### src/rtl/pcie_egress_drain_pkg.sv
// Shared types and constants for the PCIE egress drain: word layout,
// counter width, FSM encoding, skid entry format and the round-robin helper.
package pcie_egress_drain_pkg;

  localparam int TAMANO_DATOS = 12;
  localparam int CNT_W        = 5;
  localparam int N_PORTS      = 4;
  localparam int PORT_W       = 2;

  // Field positions inside a switch word
  localparam int DEST_LSB  = 8;
  localparam int DEST_MSB  = 9;
  localparam int CLASS_LSB = 10;
  localparam int CLASS_MSB = 11;

  typedef enum logic [1:0] {
    ST_IDLE  = 2'd0,
    ST_DRAIN = 2'd1,
    ST_STALL = 2'd2
  } drain_state_e;

  typedef struct packed {
    logic [PORT_W-1:0]       port;
    logic [TAMANO_DATOS-1:0] data;
  } skid_entry_t;

  // First candidate scanning upward from rr (mod N_PORTS).
  // Returns {found, index}; lower scan distance overrides higher.
  function automatic logic [PORT_W:0] rr_pick(input logic [N_PORTS-1:0] cand,
                                              input logic [PORT_W-1:0]  rr);
    logic [PORT_W:0]   res;
    logic [PORT_W-1:0] p;
    res = '0;
    for (int k = N_PORTS - 1; k >= 0; k--) begin
      p = rr + PORT_W'(k);
      if (cand[p]) begin
        res = {1'b1, p};
      end else begin
        res = res;
      end
    end
    return res;
  endfunction

endpackage

### src/rtl/pcie_egress_drain_if.sv
// Merged egress stream: one word plus its source port, valid/ready handshake.
interface pcie_egress_drain_if;
  import pcie_egress_drain_pkg::*;

  logic [TAMANO_DATOS-1:0] out_data;
  logic [PORT_W-1:0]       out_port;
  logic                    out_valid;
  logic                    out_ready;

  modport master (output out_data, output out_port, output out_valid, input out_ready);
  modport slave  (input out_data, input out_port, input out_valid, output out_ready);

endinterface

### src/rtl/pcie_egress_drain_skid_buf.sv
// Two-entry {port,data} FIFO between the FIFO read path and the merged
// output stream. Head stays put until it is accepted downstream.
module egress_skid_buf
  import pcie_egress_drain_pkg::*;
(
  input  logic        clk,
  input  logic        reset,
  input  logic        push,
  input  skid_entry_t push_entry,
  input  logic        ready,
  output logic        valid,
  output skid_entry_t head,
  output logic [1:0]  occ
);

  skid_entry_t mem_r [2];
  logic        wr_ptr_r;
  logic        rd_ptr_r;
  logic [1:0]  occ_r;
  logic [1:0]  occ_nxt_s;
  logic        deq_s;

  assign valid = (occ_r != 2'd0);
  assign head  = mem_r[rd_ptr_r];
  assign occ   = occ_r;
  assign deq_s = valid && ready;

  // Occupancy update; simultaneous push and dequeue leave it unchanged
  always_comb begin
    occ_nxt_s = occ_r;
    case ({push, deq_s})
      2'b10:   occ_nxt_s = occ_r + 2'd1;
      2'b01:   occ_nxt_s = occ_r - 2'd1;
      default: occ_nxt_s = occ_r;
    endcase
  end

  // Storage and pointers
  always_ff @(posedge clk) begin
    if (reset) begin
      mem_r[0] <= '0;
      mem_r[1] <= '0;
      wr_ptr_r <= 1'b0;
      rd_ptr_r <= 1'b0;
      occ_r    <= 2'd0;
    end else begin
      if (push) begin
        mem_r[wr_ptr_r] <= push_entry;
        wr_ptr_r        <= ~wr_ptr_r;
      end
      if (deq_s) begin
        rd_ptr_r <= ~rd_ptr_r;
      end
      occ_r <= occ_nxt_s;
    end
  end

  egress_skid_buf_chk u_chk (
    .clk   (clk),
    .reset (reset),
    .push  (push),
    .occ   (occ_r)
  );

endmodule

// Overflow guard: the credit rule upstream must keep a capture away from a full buffer.
module egress_skid_buf_chk (
  input logic       clk,
  input logic       reset,
  input logic       push,
  input logic [1:0] occ
);

  a_no_overflow: assert property (@(posedge clk) disable iff (reset) !(push && (occ == 2'd2)));

endmodule

### src/rtl/pcie_egress_drain.sv
// Consumer end of the 4-port switch egress: round-robin pops of fifo4..fifo7,
// merge through a 2-entry skid buffer, per-port pop counters readable in idle.
module pcie_egress_drain
  import pcie_egress_drain_pkg::*;
(
  input  logic                    clk,
  input  logic                    reset,
  input  logic [N_PORTS-1:0]      empty,
  input  logic [TAMANO_DATOS-1:0] data_in0,
  input  logic [TAMANO_DATOS-1:0] data_in1,
  input  logic [TAMANO_DATOS-1:0] data_in2,
  input  logic [TAMANO_DATOS-1:0] data_in3,
  output logic [N_PORTS-1:0]      pop,
  pcie_egress_drain_if.master     out_if,
  input  logic                    req,
  input  logic [PORT_W-1:0]       idx,
  output logic [CNT_W-1:0]        cnt_data,
  output logic                    cnt_valid,
  output logic                    idle
);

  drain_state_e            state_r, state_nxt_s;
  logic [PORT_W-1:0]       rr_r;
  logic                    inflight_vld_r;
  logic [PORT_W-1:0]       inflight_port_r;
  logic [CNT_W-1:0]        cnt_r [N_PORTS];
  logic [CNT_W-1:0]        cnt_data_r;
  logic                    cnt_valid_r;
  logic [PORT_W:0]         pick_s;
  logic                    credit_s;
  logic                    idle_cond_s;
  logic [N_PORTS-1:0]      pop_s;
  logic                    idle_s;
  logic                    pop_fire_s;
  logic [PORT_W-1:0]       grant_s;
  logic [TAMANO_DATOS-1:0] cap_data_s;
  logic [1:0]              occ_s;
  skid_entry_t             cap_entry_s;
  skid_entry_t             head_s;
  logic                    head_vld_s;

  assign pop        = pop_s;
  assign idle       = idle_s;
  assign cnt_data   = cnt_data_r;
  assign cnt_valid  = cnt_valid_r;
  assign pop_fire_s = |pop_s;
  assign grant_s    = pick_s[PORT_W-1:0];

  // Arbitration candidate and credit: never more than two words owed to the buffer
  always_comb begin
    pick_s      = rr_pick(~empty, rr_r);
    credit_s    = (({1'b0, occ_s} + {2'b00, inflight_vld_r}) < 3'd2);
    idle_cond_s = (&empty) && (occ_s == 2'd0) && !inflight_vld_r;
  end

  // FSM state register
  always_ff @(posedge clk) begin
    if (reset) begin
      state_r <= ST_IDLE;
    end else begin
      state_r <= state_nxt_s;
    end
  end

  // FSM next state
  always_comb begin
    state_nxt_s = state_r;
    case (state_r)
      ST_IDLE: begin
        if (!(&empty)) state_nxt_s = ST_DRAIN;
        else           state_nxt_s = ST_IDLE;
      end
      ST_DRAIN: begin
        if ((occ_s == 2'd2) && !out_if.out_ready) state_nxt_s = ST_STALL;
        else if (idle_cond_s)                     state_nxt_s = ST_IDLE;
        else                                      state_nxt_s = ST_DRAIN;
      end
      ST_STALL: begin
        if (out_if.out_ready) state_nxt_s = ST_DRAIN;
        else                  state_nxt_s = ST_STALL;
      end
      default: state_nxt_s = ST_IDLE;
    endcase
  end

  // FSM outputs: one-hot pop only while draining with credit and a candidate
  always_comb begin
    pop_s  = '0;
    idle_s = 1'b0;
    case (state_r)
      ST_IDLE: idle_s = 1'b1;
      ST_DRAIN: begin
        if (credit_s && pick_s[PORT_W]) pop_s = {{(N_PORTS-1){1'b0}}, 1'b1} << grant_s;
        else                            pop_s = '0;
      end
      ST_STALL: pop_s = '0;
      default:  idle_s = 1'b0;
    endcase
  end

  // Round-robin pointer and the one-cycle FIFO read latency tracker
  always_ff @(posedge clk) begin
    if (reset) begin
      rr_r            <= '0;
      inflight_vld_r  <= 1'b0;
      inflight_port_r <= '0;
    end else begin
      inflight_vld_r  <= pop_fire_s;
      inflight_port_r <= grant_s;
      if (pop_fire_s) begin
        rr_r <= grant_s + 2'd1;
      end
    end
  end

  // Select the word returned by the port popped last cycle
  always_comb begin
    case (inflight_port_r)
      2'd0:    cap_data_s = data_in0;
      2'd1:    cap_data_s = data_in1;
      2'd2:    cap_data_s = data_in2;
      default: cap_data_s = data_in3;
    endcase
    cap_entry_s = '{port: inflight_port_r, data: cap_data_s};
  end

  egress_skid_buf u_skid (
    .clk        (clk),
    .reset      (reset),
    .push       (inflight_vld_r),
    .push_entry (cap_entry_s),
    .ready      (out_if.out_ready),
    .valid      (head_vld_s),
    .head       (head_s),
    .occ        (occ_s)
  );

  assign out_if.out_valid = head_vld_s;
  assign out_if.out_data  = head_s.data;
  assign out_if.out_port  = head_s.port;

  // Per-port pop counters, counted at issue and wrapping naturally
  always_ff @(posedge clk) begin
    if (reset) begin
      for (int i = 0; i < N_PORTS; i++) cnt_r[i] <= '0;
    end else if (pop_fire_s) begin
      cnt_r[grant_s] <= cnt_r[grant_s] + CNT_W'(1);
    end
  end

  // Counter read port: only honoured while idle, strobe lasts one cycle
  always_ff @(posedge clk) begin
    if (reset) begin
      cnt_valid_r <= 1'b0;
      cnt_data_r  <= '0;
    end else begin
      cnt_valid_r <= req && idle_s;
      if (req && idle_s) begin
        cnt_data_r <= cnt_r[idx];
      end
    end
  end

endmodule
### src/flat_wrapper.sv
// flat-port wrapper written by rule: the top's interface ports become plain ports
module pcie_egress_drain_flat import pcie_egress_drain_pkg::*;
  (clk, reset, empty, data_in0, data_in1, data_in2, data_in3, pop, req, idx, cnt_data, cnt_valid, idle, out_if_out_data, out_if_out_port, out_if_out_valid, out_if_out_ready);
  pcie_egress_drain_if out_if_i ();
  input  logic clk;
  input  logic reset;
  input  logic [N_PORTS-1:0] empty;
  input  logic [TAMANO_DATOS-1:0] data_in0;
  input  logic [TAMANO_DATOS-1:0] data_in1;
  input  logic [TAMANO_DATOS-1:0] data_in2;
  input  logic [TAMANO_DATOS-1:0] data_in3;
  output logic [N_PORTS-1:0] pop;
  input  logic req;
  input  logic [PORT_W-1:0] idx;
  output logic [CNT_W-1:0] cnt_data;
  output logic cnt_valid;
  output logic idle;
  output wire logic [$bits(out_if_i.out_data)-1:0] out_if_out_data;
  output wire logic [$bits(out_if_i.out_port)-1:0] out_if_out_port;
  output wire logic [$bits(out_if_i.out_valid)-1:0] out_if_out_valid;
  input wire logic [$bits(out_if_i.out_ready)-1:0] out_if_out_ready;
  assign out_if_out_data = out_if_i.out_data;
  assign out_if_out_port = out_if_i.out_port;
  assign out_if_out_valid = out_if_i.out_valid;
  assign out_if_i.out_ready = out_if_out_ready;
  pcie_egress_drain u_core (.clk(clk), .reset(reset), .empty(empty), .data_in0(data_in0), .data_in1(data_in1), .data_in2(data_in2), .data_in3(data_in3), .pop(pop), .out_if(out_if_i), .req(req), .idx(idx), .cnt_data(cnt_data), .cnt_valid(cnt_valid), .idle(idle));
endmodule
### config.mk
export PLATFORM = sky130hd
export DESIGN_NAME = pcie_egress_drain_flat
export DESIGN_NICKNAME = d
export VERILOG_FILES = /design/src/rtl/pcie_egress_drain_pkg.sv /design/src/rtl/pcie_egress_drain_if.sv /design/src/rtl/pcie_egress_drain_skid_buf.sv /design/src/rtl/pcie_egress_drain.sv /design/src/flat_wrapper.sv
export SDC_FILE = /design/constraint.sdc
export NUM_CORES = 1
export LEC_CHECK = 0
export CELL_PAD_IN_SITES_DETAIL_PLACEMENT = 2
export CELL_PAD_IN_SITES_GLOBAL_PLACEMENT = 2
export CORE_ASPECT_RATIO = 0.7
export CORE_MARGIN = 2
export CORE_UTILIZATION = 33
export DETAILED_ROUTE_END_ITERATION = 8
export PLACE_DENSITY_LB_ADDON = 0.1
export SLEW_MARGIN = 20
export SYNTH_ARGS = -nofsm -noshare
export SYNTH_HDL_FRONTEND = slang
export SYNTH_SLANG_ARGS = --single-unit
### constraint.sdc
create_clock -name clk -period 3.3 [get_ports clk]
set_input_delay 0.66 -clock clk [delete_from_list [all_inputs] [get_ports clk]]
set_output_delay 0.66 -clock clk [all_outputs]
set_load 0.02 [all_outputs]
==> metrics.md <==
| Metric | Value |
|---|---|
| Status | `completed` |
| RD Place Congestion | `0.793` |
| Vias per cell | `5.07` |
| CTS Root Cell | `clkbuf_16` |
| CTS max path bufs | `2` |
| R2R cell count | `10` |
| Core region area | `10400 um2` |
| Post-route minimum period | `3090 ps` |
| Final Net Count | `448` |
| Max IR drop VDD | `0.000307 V` |
| CTS Hold Bufs | `0` |
| Die width | `127 um` |
| Max-cap violations | `0` |
| Post-Syn Instances | `286` |
| Sequential area share after synthesis | `51.2%` |
| Synth Register Bits | `66` |
| Drt pass-1 iters | `4` |
| Final setup fails | `0` |
| Drt drc | `0` |
| Flop-to-flop setup slack | `810 ps` |
| Initial antenna violation count | `0` |
| Tcrit/Tclk final | `93.6%` |
| Most common cell in the synthesized netlist | `edfxtp_1` |
| Yosys warning count | `0` |
| Largest net degree at the start of global routing | `17` |
| Placed insts | `509` |
| Clock skew | `6.48 ps` |
| Worst Setup Path Type | `in -> out` |
| Ys async rst share | `0%` |
| Initial Util | `34.0%` |
| Top cells by area, synth | `edfxtp_1 (41%), mux4_2 (11%), dfxtp_1 (10%)` |
| Syn Std Cell Area | `3520 um2` |
| Cell taking the most area after synthesis | `edfxtp_1` |
| Cell Chain, Critical Path | `clkdlybuf4s50_1 > nand2b_1 > o221a_4 > nor2_4 > nand2_1 > nor2_1 > dlygate4sd2_1` |
| RR Startpoint | `u_core.rr_r[1]` |
| Ant. Diodes | `0` |
| Required time worst endpoint | `2640 ps` |
| Stages on worst setup path | `7` |
| Mapped Avg Cell Area | `12.3 um2` |
| GRT overflow | `0` |
| Hold crit path type | `reg -> reg` |
| Share of the synthesized area in the top cell type | `41.0%` |
| Initial DRC Count | `140` |
| CP max-delay cell | `clkdlybuf4s50_1` |
| Post-route insts no fill | `525` |
| Total power | `2.96 mW` |
| PD cells | `604 nW/um2` |
| Cell family with most CP delay | `buffers and inverters` |
| TritonCTS Sinks | `66` |
| Htree depth | `3` |
| CP startpoint | `empty[2]` |
| Worst Setup EP | `pop[2]` |
| Most frequent cells after synthesis | `edfxtp_1 (48), nor2_1 (33), dfxtp_1 (18), mux4_2 (17), mux2_2 (15)` |
| I/O pin count | `84` |
| DIE AREA | `11500 um2` |
| GRT Util Overall | `18.7%` |
| Vias in the first global route | `2929` |
| Routed Antenna Nets | `0` |
| RSZ-0062 raised after global routing | `false` |
| Chip height | `90.4 um` |
| CTS buffer count | `9` |
| Critical Path End Type | `primary output` |
| Buf+Inv Stages, Crit Path | `2` |
| Fmax | `324 MHz` |
| Clk_lat worst skew | `330 ps` |
| CTS tree | `yes` |
| Area Overhead vs Synth | `39.4%` |
| Final hold violation count | `0` |
| Number of enable flip-flop cells after synthesis | `48` |
| Final Max Slew Viols | `0` |
| CP Max Fanout | `6` |
| WL final | `10.3 mm` |
| Leak | `1.82 nW` |
| Slew Limit Headroom | `39.3%` |
| Share of cells above drive strength 1 | `22.1%` |
| Netlist cell types | `43` |
| Worst EP arrival | `2430 ps` |
| CP Launch Type | `input pin` |
| RR Endpoint | `u_core.cnt_r[0][2]` |
| First-pass GRT wire length | `16.0 mm` |
| Net Count, Synth | `346` |
| DR WL/cell | `19.6 um` |
| Worst stage delay on the critical path | `520 ps` |
| Fill cells | `1032` |
| Rows | `31` |
| Reg clk slew, reported paths | `60 ps` |
| DP Wirelength | `7.78 mm` |
| Main synth FF type | `edfxtp_1` |
| Slew @ Worst Pin | `910 ps` |
| PortBufs | `83` |
| Vias | `2660` |
worst min-delay path by stage:
stage                      startpoint                 end  slack [ps]  cells after the start
3_3_place_gp       u_core.cnt_data[4]  u_core.cnt_data[4]         470                      2
3_5_place_dp       u_core.cnt_data[2]  u_core.cnt_data[2]         490                      2
2_1_floorplan  u_core.u_skid.rd_ptr_r           flip-flop         480                      2
6_report           u_core.cnt_data[4]  u_core.cnt_data[4]         500                      2
4_1_cts            u_core.cnt_data[3]  u_core.cnt_data[3]         510                      2
5_1_grt            u_core.cnt_data[3]  u_core.cnt_data[3]         530                      2
where the power goes:
part           total (mW)  internal (mW)  switching, mW
combinational       0.932          0.474          0.458
clock               0.939          0.603          0.336
sequential           1.09          0.993         0.0964
final cells by class:
type | count | area (um2) | area share, %
multi-input combinational | 198 | 1620 | 33.1
clock buffer | 13 | 250 | 5.10
sequential | 66 | 1800 | 36.7
tap | 132 | 165 | 3.37
clock inverter | 3 | 40.0 | 0.817
inverter | 9 | 33.8 | 0.689
timing repair buffer | 104 | 991 | 20.2
flip-flops by register name, indices dropped and copies added, names as in the netlist, named ones only:
signal and count:
u_core.cnt_valid 1, u_core.inflight_port_r 2, u_core.state_r 2, u_core.u_skid.occ 2
u_core.u_skid.wr_ptr_r 1, u_core.u_skid.mem_r 28, u_core.cnt_data 5, u_core.inflight_vld_r 1
u_core.cnt_r 20, u_core.u_skid.rd_ptr_r 1, u_core.rr_r 2
what timing repair did:
action | 4_1_cts | 5_1_grt
hold endpoints to repair | 0 | 0
endpoints found under the setup margin | 2 | 2
buffers inserted | 0 | 0
gates resized for setup | 2 | 2
layout by cell type (no fill, tap or decap), types with 3 or more instances in the layout:
cell              n
nor2_1           33
dfxtp_1          18
inv_1             8
nand2_1           5
mux2_2           15
and3_4            4
a21oi_1          14
o21ai_0           5
clkbuf_1          3
and3_1            3
buf_4            21
nand3_1          10
and2_1           14
edfxtp_1         48
xnor2_1           4
mux2i_1           9
a21o_1            4
nor3_1           12
mux4_2           17
nor2b_1          14
o21ai_1           3
clkbuf_16         9
or2_2             6
clkdlybuf4s50_1  79
per-stage QoR:
stage               TNS, ps  setup WS, ps  instance area (um2)  util [%]  hold WS, ps
finish                    0           211                 4900      47.3          502
global route              0          65.1                 4900      47.3          530
CTS                       0          2.54                 4900      47.3          512
detailed placement     -305         -66.3                 4610      44.5          491
global placement      -22.3         -22.3                 4610      44.5          474
floorplan                 0           736                 3520         -          481
layer usage:
metal | vias up | wire (um) | track usage (%) | part of all wire (%)
li1 | 1263 | - | - | -
met1 | 1326 | 4990 | 26.2 | 48
met2 | 63 | 4690 | 28.4 | 45
met3 | 8 | 539 | 5.69 | 5.2
met4 | 0 | 90 | 4.67 | 0.87
met5 | - | 0 | 0 | 0
cell families (layout without fill, tap and decap cells):
logic type	Yosys count	in the layout	share of synthesized area (%)
adder cells (fa/ha/maj)	2	2	0.711
AND/OR/NAND/NOR	117	117	19.4
XOR/XNOR	5	5	1.25
AO/OA/AOI/OAI	32	32	5.87
buffers and inverters	22	129	2.67
multiplexers	42	42	18.9
flip-flops	66	66	51.2
worst reg2reg max path, stage by stage (launching register included):
cell and delay (ps):
dfxtp_1 370, nor2b_4 170, o221a_4 270, nor2_4 150, buf_4 180, mux2i_1 320
mux2i_4 120, ha_1 270, xnor2_1 190, buf_4 150, nor3_1 50
Note: power is estimated with default switching activity, not from simulation.
